[config.mk]
export PLATFORM = sky130hd
export DESIGN_NAME = vram_arbiter
export DESIGN_NICKNAME = d
export VERILOG_FILES = /design/src/rtl/vram_arbiter.sv
export SDC_FILE = /design/constraint.sdc
export NUM_CORES = 1
export LEC_CHECK = 0
export BUFFER_PORTS_ARGS = -buffer_cell sky130_fd_sc_hd__buf_2
export CAP_MARGIN = 0
export CORE_ASPECT_RATIO = 0.9
export CORE_MARGIN = 1.5
export CORE_UTILIZATION = 33
export DETAILED_ROUTE_END_ITERATION = 16
export GPL_TIMING_DRIVEN = 1
export SETUP_SLACK_MARGIN = 0.1
export SKIP_LAST_GASP = 1
export SYNTH_ARGS = -nofsm -noshare
export SYNTH_HDL_FRONTEND = slang
export SYNTH_SLANG_ARGS = --single-unit
[constraint.sdc]
create_clock -name clk_50MHz -period 2.69 [get_ports clk_50MHz]
set_input_delay 0.269 -clock clk_50MHz [delete_from_list [all_inputs] [get_ports clk_50MHz]]
set_output_delay 0.269 -clock clk_50MHz [all_outputs]
set_load 0.01 [all_outputs]
[src/rtl/vram_arbiter.sv]
// vram_arbiter: shares a single-port synchronous frame-buffer RAM between
// VGA scan-out reads and buffered CPU pixel writes. Scan-out always wins a
// slot; queued CPU writes drain in every cycle without a display slot.
module vram_arbiter #(
   parameter int ADDR_W     = 15,
   parameter int DATA_W     = 8,
   parameter int FIFO_DEPTH = 4,
   parameter int FB_W       = 160,
   parameter int SCALE_SH   = 2
) (
   input  logic                        clk_50MHz,
   input  logic                        reset,
   input  logic                        pix_tick,
   input  logic                        video_on,
   input  logic [9:0]                  x,
   input  logic [9:0]                  y,
   input  logic                        cpu_we,
   input  logic [ADDR_W-1:0]           cpu_addr,
   input  logic [DATA_W-1:0]           cpu_wdata,
   output logic                        cpu_ready,
   output logic                        ovf,
   input  logic                        ovf_clr,
   output logic [$clog2(FIFO_DEPTH):0] fifo_level,
   output logic [ADDR_W-1:0]           mem_addr,
   output logic                        mem_we,
   output logic [DATA_W-1:0]           mem_wdata,
   input  logic [DATA_W-1:0]           mem_rdata,
   output logic [DATA_W-1:0]           pix_data
);

   localparam int PTR_W = $clog2(FIFO_DEPTH);
   localparam logic [PTR_W:0] FULL_LVL = (PTR_W+1)'(FIFO_DEPTH);
   localparam logic [PTR_W:0] ONE_LVL  = (PTR_W+1)'(1);
   localparam logic [PTR_W-1:0] ONE_PTR = PTR_W'(1);
   localparam logic [ADDR_W-1:0] FB_W_A = ADDR_W'(FB_W);

   // One-hot command kind for the RAM access issued in the next cycle.
   typedef enum logic [2:0] {
      IDLE = 3'b001,
      DISP = 3'b010,
      CPU  = 3'b100
   } state_t;

   state_t state_q, state_d;

   logic [ADDR_W+DATA_W-1:0] fifo_mem [FIFO_DEPTH];
   logic [PTR_W-1:0]  wr_ptr_q, rd_ptr_q;
   logic [PTR_W:0]    level_q, level_d;
   logic              ovf_q;
   logic              push, pop, slot;

   logic [ADDR_W-1:0] xq, yq, disp_addr;
   logic [ADDR_W-1:0] head_addr;
   logic [DATA_W-1:0] head_data;
   logic [ADDR_W-1:0] mem_addr_q;
   logic [DATA_W-1:0] mem_wdata_q;

   logic              slot_p0_q, slot_p1_q;
   logic              von_p0_q, von_p1_q;
   logic [DATA_W-1:0] pix_q;

   assign slot      = pix_tick & video_on;
   // Ready is judged on the start-of-cycle level, so a full FIFO rejects a
   // push even when a pop happens in the same cycle.
   assign cpu_ready = (level_q != FULL_LVL);
   assign push      = cpu_we & cpu_ready;

   assign {head_addr, head_data} = fifo_mem[rd_ptr_q];

   // Each stored pixel covers a 4x4 block on screen; for the 160-wide
   // buffer the row multiply reduces to two shifts and an add.
   assign xq        = ADDR_W'(x >> SCALE_SH);
   assign yq        = ADDR_W'(y >> SCALE_SH);
   assign disp_addr = (FB_W == 160) ? (yq << 7) + (yq << 5) + xq
                                    : yq * FB_W_A + xq;

   // Arbitration: a display slot always wins, otherwise drain the FIFO head.
   always_comb begin
      state_d = IDLE;
      pop     = 1'b0;
      if (slot) begin
         state_d = DISP;
      end else if (level_q != '0) begin
         state_d = CPU;
         pop     = 1'b1;
      end
   end

   // Occupancy update; simultaneous push and pop leaves the level unchanged.
   always_comb begin
      level_d = level_q;
      if (push && !pop) begin
         level_d = level_q + ONE_LVL;
      end else if (pop && !push) begin
         level_d = level_q - ONE_LVL;
      end
   end

   // FIFO storage carries no reset; validity is tracked by the pointers.
   always_ff @(posedge clk_50MHz) begin
      if (push) begin
         fifo_mem[wr_ptr_q] <= {cpu_addr, cpu_wdata};
      end
   end

   // FIFO pointers, occupancy and the sticky overflow flag (set beats clear).
   always_ff @(posedge clk_50MHz or posedge reset) begin
      if (reset) begin
         wr_ptr_q <= '0;
         rd_ptr_q <= '0;
         level_q  <= '0;
         ovf_q    <= 1'b0;
      end else begin
         if (push) wr_ptr_q <= wr_ptr_q + ONE_PTR;
         if (pop)  rd_ptr_q <= rd_ptr_q + ONE_PTR;
         level_q <= level_d;
         if (cpu_we && !cpu_ready) begin
            ovf_q <= 1'b1;
         end else if (ovf_clr) begin
            ovf_q <= 1'b0;
         end
      end
   end

   // Registered RAM command; address and data hold while idle.
   always_ff @(posedge clk_50MHz or posedge reset) begin
      if (reset) begin
         state_q     <= IDLE;
         mem_addr_q  <= '0;
         mem_wdata_q <= '0;
      end else begin
         state_q <= state_d;
         if (state_d == DISP) begin
            mem_addr_q <= disp_addr;
         end else if (state_d == CPU) begin
            mem_addr_q  <= head_addr;
            mem_wdata_q <= head_data;
         end
      end
   end

   // Read return path: slot and video_on ride alongside the RAM latency so
   // the pixel lands three edges after the slot, blanked outside display.
   always_ff @(posedge clk_50MHz or posedge reset) begin
      if (reset) begin
         slot_p0_q <= 1'b0;
         slot_p1_q <= 1'b0;
         von_p0_q  <= 1'b0;
         von_p1_q  <= 1'b0;
         pix_q     <= '0;
      end else begin
         slot_p0_q <= slot;
         slot_p1_q <= slot_p0_q;
         von_p0_q  <= video_on;
         von_p1_q  <= von_p0_q;
         if (!von_p1_q) begin
            pix_q <= '0;
         end else if (slot_p1_q) begin
            pix_q <= mem_rdata;
         end
      end
   end

   assign mem_we     = (state_q == CPU);
   assign mem_addr   = mem_addr_q;
   assign mem_wdata  = mem_wdata_q;
   assign ovf        = ovf_q;
   assign fifo_level = level_q;
   assign pix_data   = pix_q;

endmodule

# Word level (Yosys, flattened, before mapping)
# Memories as Yosys holds them, arrays and structs flattened.
# Cells that the tools add are included.
[word_totals]
regBits = 46
ram_bits = 92
in_bits = 57
out_inout_bits = 37
elab_cells = 52
memories = 1
[op_classes]
addsub = 6
eq_ne = 5
mux = 14
bitwise = 3
reduce_logical = 11
[mem_list]
columns = ["name", "depth", "word_bits", "rd", "rd_ports_with_merged_regs", "wr", "line", "source"]
rows = [
  ["fifo_mem", 4, 23, 1, 0, 1, "46", "logic [ADDR_W+DATA_W-1:0] fifo_mem [FIFO_DEPTH];"],
]
[ops]
columns = ["cell", "count"]
rows = [
  ["$mux W15", 2],
  ["$mux W8", 2],
  ["$add A15 B13 Y15", 1],
  ["$add A15 B8 Y15", 1],
  ["$mux W3", 4],
  ["$eq A3 B3 Y1 const B", 2],
  ["$mux W1", 6],
  ["$reduce_bool A2 Y1", 3],
  ["$add A2 B1 Y2 const B", 2],
  ["$add A3 B1 Y3 const B", 1],
  ["$eq A3 B2 Y1 const B", 1],
  ["$logic_and A1 B1 Y1", 3],
  ["$logic_not A1 Y1", 3],
  ["$ne A3 B3 Y1 const B", 1],
  ["$reduce_bool A3 Y1", 1],
  ["$sub A3 B1 Y3 const B", 1],
  ["$and A1 B1 Y1", 2],
  ["$ne A2 B2 Y1 const B", 1],
  ["$reduce_and A2 Y1", 1],
  ["$not A1 Y1", 1],
]

# Longest topological paths before layout
# Gate-level depths: netlist of the first run.
[logic_depth]
ltp_word = 6
depth_mapped = 11
ltp_nobuf = 10

# Worst setup path after synthesis of the first run
# No wires, ideal clock.
[synth_timing]
kind = "input to register"
from = "in y[2]"
to = "reg mem_addr_q[14] (netlist: mem_addr[14])"
t_arrival_ns = 2.107
path_slack_ns = 0.463
path_stages = 8
n_path_buf = 0
cell_sequence = "inv_1 fa_1 inv_1 fa_1 nand3_1 a211oi_1 or3_1 a31o_2"
[synth_between]
elab_chain_len = 3
[synth_rtl]
columns = ["item", "line", "source"]
rows = [
  ["start, declared", "16", "input logic [9:0] y,"],
  ["$add A15 B13 Y15", "74", "assign disp_addr = (FB_W == 160) ? (yq << 7) + (yq << 5) + xq"],
  ["$add A15 B8 Y15", "74", ""],
  ["$mux W15", "133", "if (state_d == DISP) begin"],
  ["end signal, assigned", "134", "mem_addr_q <= disp_addr;"],
  ["end signal, assigned", "136", "mem_addr_q <= head_addr;"],
  ["end, declared", "55", "logic [ADDR_W-1:0] mem_addr_q;"],
]
# Every way passes these cells.
# A chain may end at the register's enable or synchronous reset.

# Worst setup path after layout of the first run
[layout_timing]
from = "reg level_q[0] (netlist: fifo_level[0])"
to = "reg level_q[1] (netlist: fifo_level[1])"
[layout_between]
word_cells_on_any_way = 14
cone_classes = "2 x add/sub; 1 x eq/ne; 4 x mux; 1 x bitwise; 6 x reduce/logical"
[layout_rtl]
columns = ["item", "line", "source"]
rows = [
  ["start, declared", "48", "logic [PTR_W:0] level_q, level_d;"],
  ["start signal, assigned", "116", "level_q <= level_d;"],
  ["$ne A3 B3 Y1", "65", "assign cpu_ready = (level_q != FULL_LVL);"],
  ["$and A1 B1 Y1", "66", "assign push = cpu_we & cpu_ready;"],
  ["named net push", "50", "logic push, pop, slot;"],
  ["$logic_and A1 B1 Y1", "92", "if (push && !pop) begin"],
  ["$mux W3", "92", ""],
  ["named net level_d[1]", "48", ""],
]
# The timed path passes the listed nets, and every way through them passes these cells. The select of a mux whose other input is x is not followed.

==> impl_metrics.toml, run 1 <==
[status]
status = "finished clean"

[place]
gp_congestion = 0.819
portBuffers = 89
dp_hpwl_um = 7580
place_ws_ps = 266

[timing]
period_share = 0.803
fin_ws_ps = 531
tightest_slew_ps = 579
slew_violations = 0
hold_viol_final = 0
tns_ps = 0
setup_violations = 0
rsz0062_at_grt = "no"
relSlewSlack = 0.613
clock.fmax_ghz = 0.463
fin_skew_ps = 8.56
hold_slack_ps = 68.1
period_minus_slack_ps = 2160

[global_routing]
gr-total-overflow = 0
antenna_found_initial = 0
grt_pass1_vias = 3410
grt_max_degree = 31
grt_first_pass_wirelength_um = 18100
grt.total_usage = 0.136

[floorplan]
dieArea_sq_mm = 0.0182
chipWidth_um = 142
initial_core_util = 0.338
io_pins = 94
core-area_sq_mm = 0.0169
placementRows = 45
chipHeight_um = 128

[logic_synthesis]
synth_ff_type = "edfxtp_1"
synth.distinct_cells = 38
avgSynthCellArea_sq_um = 17.3
yosysWarningCount = 0
synthCells = 330
syn-num-nets = 410
synth-seq-area-share = 0.679
synth_edf_count = 92
ys_ff_latch = 137
synth.cell_area_sq_mm = 0.00573
async_reset_ff_frac = 0.328

[route]
drt_pre_antenna_iters = 5
ant_nets = 0
num_vias = 3120
routed_via_density = 4.53
drt-total-wl_um = 11300
wire_per_inst_um = 16.4
dr.first_iter.drc_count = 158
drc_errors = 0

[power]
ir_drop_uv = 540
power_density_mw_per_mm2 = 1070
p_clk_frac = 0.331
leakage_nw = 2.86
total_power_w = 0.00767
p_int_w = 0.00553
power_switching_w = 0.00213
power_frac_comb = 0.265
p_sw_frac = 0.278
seq_power_share = 0.404

[clocking]
insertion_delay_ps = 410
cts_setup_buffers = 0
hold_buffers = 2
clk_path_buf_depth = 2
cts.sinks = 137
cts.repair.resized = 0
root_buffer = "clkbuf_16"
clk_pin_slew_worst_paths_ps = 60
cts_tree = "built"
cts_buffers = 17
htreeDepth = 4

[cells_and_area]
layout_commonest_cell = "edfxtp_1"
area_growth_pct = 24.8
final_layout_size_suffix_gt1_frac = 0.369
final_cell_mix = "edfxtp_1 (92), buf_2 (89), dfrtp_1 (43)"
fillers = 1547
num-nets-final = 520
utilization = 0.422
num_antenna_cells = 0

[worst_hold_path]
hold_class = "in2reg"

[setup_path]
crit_type = "reg2reg"
worst_setup_path_end_kind = "flop"
start_kind = "flop"
required_ps = 2990
cp.arrival_ps = 2460
cp_max_fo = 6
r2r_slack_ps = 530

[run]
drv_cap = 0
-- metrics by stage --
step / instance area, sq um / cells
2_1_floorplan: 5730 / 330
3_3_place_gp: 6470 / 654
3_5_place_dp: 6470 / 654
4_1_cts: 7140 / 688
5_1_grt: 7140 / 688
6_report: 7140 / 688
-- Yosys cell counts, types with 4 or more instances --
cell type | number | area share
nand2_1 | 18 | 0.012
mux4_2 | 19 | 0.075
mux4_1 | 4 | 0.018
edfxtp_1 | 92 | 0.48
buf_2 | 4 | 0.0035
xnor2_1 | 5 | 0.0076
a211oi_1 | 6 | 0.0079
dfrtp_1 | 44 | 0.19
nand3_1 | 4 | 0.0035
xor2_1 | 4 | 0.0061
inv_1 | 12 | 0.0079
mux2_2 | 10 | 0.020
nor2b_1 | 12 | 0.013
clkbuf_1 | 4 | 0.0026
nor2_1 | 4 | 0.0026
ha_1 | 20 | 0.044
o21ai_1 | 9 | 0.0079
a21o_1 | 4 | 0.0052
a21oi_1 | 8 | 0.0070
mux2i_1 | 19 | 0.033
and3_1 | 4 | 0.0044
-- kinds of logic after synthesis --
| kind of cell | count (synthesis) | share of synthesized area |
|---|---|---|
| muxes | 52 | 0.146 |
| buffers and inverters | 25 | 0.0247 |
| AOI/OAI and AO/OA | 36 | 0.0400 |
| and+or+nand+nor | 48 | 0.0420 |
| adders and majority gates | 23 | 0.0542 |
| DFF | 137 | 0.679 |
| xor gates and xnor gates | 9 | 0.0138 |
-- per-layer routing --
layer,vias to the layer above,part of all wire,GRT usage
met4,0,0.0074,0.0473
met2,79,0.50,0.228
met1,1553,0.45,0.166
met5,-,0,0
met3,5,0.048,0.0437
li1,1483,-,-
-- flip-flops by register name, summed over array words and instances (netlist names), 2 cells and up --
signal / count
fifo_mem: 92
mem_wdata: 8
fifo_level: 3
wr_ptr_q: 2
pix_data: 8
rd_ptr_q: 2
mem_addr: 15
state_q: 3
-- layout make-up --
cell class                 count  area, sq um  area share
clock buffer                  20          457      0.0639
clock inverter                12          195      0.0273
timing repair buffer         104          563      0.0788
inverter                      12         45.0     0.00630
sequential                   137         3890       0.545
tap                          235          294      0.0412
multi-input combinational    168         1700       0.238
-- critical path, cell delays in order, from the launching register on --
cell     delay (ps)
dfrtp_1         450
nor2_1          180
nand2_1         140
and2_0          270
ha_1            260
inv_1            70
fa_1            410
mux2_2          270
-- power groups by stage --
stage	Combinational, W	Sequential, W	Clock [W]
global route	0.00227	0.00317	0.00270
floorplan	0.00140	0.00315	0
global placement	0.00205	0.00313	0
CTS	0.00210	0.00312	0.00260
detailed placement	0.00209	0.00315	0
finish	0.00203	0.00310	0.00253
-- path summary, 6_finish.rpt --
path                                             endpoint  cells past startpoint                      start
max in group asynchronous         wr_ptr_q[1]$_DFFE_PP0P_                      4                      reset
min in group asynchronous        mem_wdata[1]$_DFFE_PP0P_                      3                      reset
worst min register to register        slot_p1_q$_DFF_PP0_                      0       state_q[1]$_DFF_PP0_
worst max register to register  fifo_level[1]$_DFFE_PP0P_                      7  fifo_level[0]$_DFFE_PP0P_
worst max-delay path            fifo_level[1]$_DFFE_PP0P_                      7  fifo_level[0]$_DFFE_PP0P_
worst min-delay path              mem_addr[1]$_DFFE_PP0P_                      3                       x[3]
No activity file was read; power rests on OpenSTA's default activity.
==> inputs of run 2 (changes only) <==
Clock period 2.69 ns to 2.25 ns, I/O delays scaled along.
==> run 2 against run 1 <==
- global-route usage is 0.16 points lower
- critical endpoint unchanged
- utilization is 0.33 points lower
- critical path type unchanged
- maximum frequency is 7.3% higher
- sequential power is 20% higher
- count of clock-buffer cells in the layout is 1 higher
- worst setup slack worse by 290 ps
- hold slack worse by 49 ps
==> impl_metrics.toml, run 2 (synthesis gave the netlist of run 1 again) <==
[power]
power_density_mw_per_mm2 = 1240
leakage_nw = 2.82
ir_drop_uv = 550

[floorplan]
dieArea_sq_mm = 0.0182
chipWidth_um = 142
core-area_sq_mm = 0.0169
chipHeight_um = 128
io_pins = 94
initial_core_util = 0.338
placementRows = 45

[setup_path]
start_kind = "flop"
cp_max_fo = 6
crit_type = "reg2reg"
path_cells = "nor2_2 -> nand2_2 -> and2_1 -> ha_1 -> inv_1 -> fa_1 -> mux2_2"
cp.arrival_ps = 2310
cp_top_family = "adder cells"
startpoint = "fifo_level[0]$_DFFE_PP0P_"
r2r_start = "fifo_level[0]$_DFFE_PP0P_"
required_ps = 2540
slowest_stage = "dfrtp_2"
max_stage_delay_ps = 450
path_buf_inv = 1
worst_setup_path_end_kind = "flop"

[global_routing]
grt.total_usage = 0.134
grt_pass1_vias = 3429
grt_max_degree = 31
gr-total-overflow = 0
grt_first_pass_wirelength_um = 17900
antenna_found_initial = 0

[worst_hold_path]
hold_class = "in2reg"
min_from = "x[6]"

[timing]
tightest_slew_ps = 447
period_minus_slack_ps = 2010
fin_skew_ps = 11.7
relSlewSlack = 0.702
period_share = 0.895
rsz0062_at_grt = "no"
setup_violations = 0
tns_ps = 0
slew_violations = 0
hold_viol_final = 0
hold_slack_ps = 18.9
clock.fmax_ghz = 0.497

[clocking]
cts_buffers = 17
insertion_delay_ps = 410
cts_tree = "built"
cts_setup_buffers = 0
clk_path_buf_depth = 2
cts.sinks = 137
htreeDepth = 4
root_buffer = "clkbuf_16"
clk_pin_slew_worst_paths_ps = 60

[cells_and_area]
area_growth_pct = 23.8
largest_register_ffs = 92
final_cell_mix = "edfxtp_1 (92), buf_2 (89), dfrtp_1 (41)"
stdcell_area_sq_mm = 0.00709
regMostFlops = "fifo_mem"
layout_commonest_cell = "edfxtp_1"
layoutNonFillerInstCount = 691
num_antenna_cells = 0
final_layout_size_suffix_gt1_frac = 0.386
utilization = 0.418
num-nets-final = 523

[route]
ant_nets = 0
wire_per_inst_um = 16.5
drt-total-wl_um = 11400
drc_errors = 0
num_vias = 3172
dr.first_iter.drc_count = 158
routed_via_density = 4.59
drt_pre_antenna_iters = 4

[status]
status = "finished clean"

[run]
drv_cap = 0

[place]
dp_hpwl_um = 7650
placed_area_sq_mm = 0.00650
gp_congestion = 0.767
portBuffers = 89
dp_cells = 657
run 2: layout make-up:
cell class	count	area, sq um
Fill cell	1562	9860
Sequential cell	137	3890
Multi-Input combinational cell	168	1710
Timing Repair Buffer	107	586
Clock buffer	21	460
Tap cell	235	294
Clock inverter	11	97.6
Inverter	12	45.0
run 2: per-stage QoR:
stage	power, W	setup slack (ps)
after global placement	0.00619	6.03
after floorplan	0.00544	114
final	0.00875	237
after global routing	0.00926	142
after CTS	0.00890	106
after detailed placement	0.00628	-23.5
run 2: power breakdown:
part	leakage [nW]	switching (W)	internal [W]
Sequential	1.38	0.000339	0.00339
Combinational	1.16	0.00123	0.00122
Clock	0.277	0.00100	0.00158
Total	2.82	0.00257	0.00619
run 2: worst paths after layout:
kind / cells past startpoint / end / slack (ps)
setup / recovery: 7 / fifo_level[1]$_DFFE_PP0P_ / 240
hold / removal: 3 / mem_addr[4]$_DFFE_PP0P_ / 20
setup reg to reg: 7 / fifo_level[1]$_DFFE_PP0P_ / 240
hold reg to reg: 0 / von_p1_q$_DFF_PP0_ / 360
max in group asynchronous: 4 / state_q[0]$_DFF_PP1_ / 1360
min in group asynchronous: 3 / von_p0_q$_DFF_PP0_ / 280
run 2: metal layers:
| layer | vias up | part of all wire | wire [um] | GRT usage |
|---|---|---|---|---|
| met5 | - | 0 | 0 | 0 |
| li1 | 1490 | - | - | - |
| met1 | 1600 | 0.44 | 5040 | 0.156 |
| met3 | 13 | 0.047 | 534 | 0.0362 |
| met2 | 69 | 0.50 | 5690 | 0.232 |
| met4 | 0 | 0.013 | 144 | 0.0619 |
run 2: repair_timing:
action / CTS / global route
gates resized for setup: 0 / 5
endpoints found under the setup margin: 0 / 2
hold endpoints to repair: 10 / 0
hold buffers: 2 / 0
run 2: worst reg2reg max path: cells and delay by family, from the launching register on:
family / cells / cell delay [ps]
flops: 1 / 450
mux: 1 / 260
fa+ha+maj: 2 / 630
buf+inv: 1 / 70
simple gates: 3 / 500
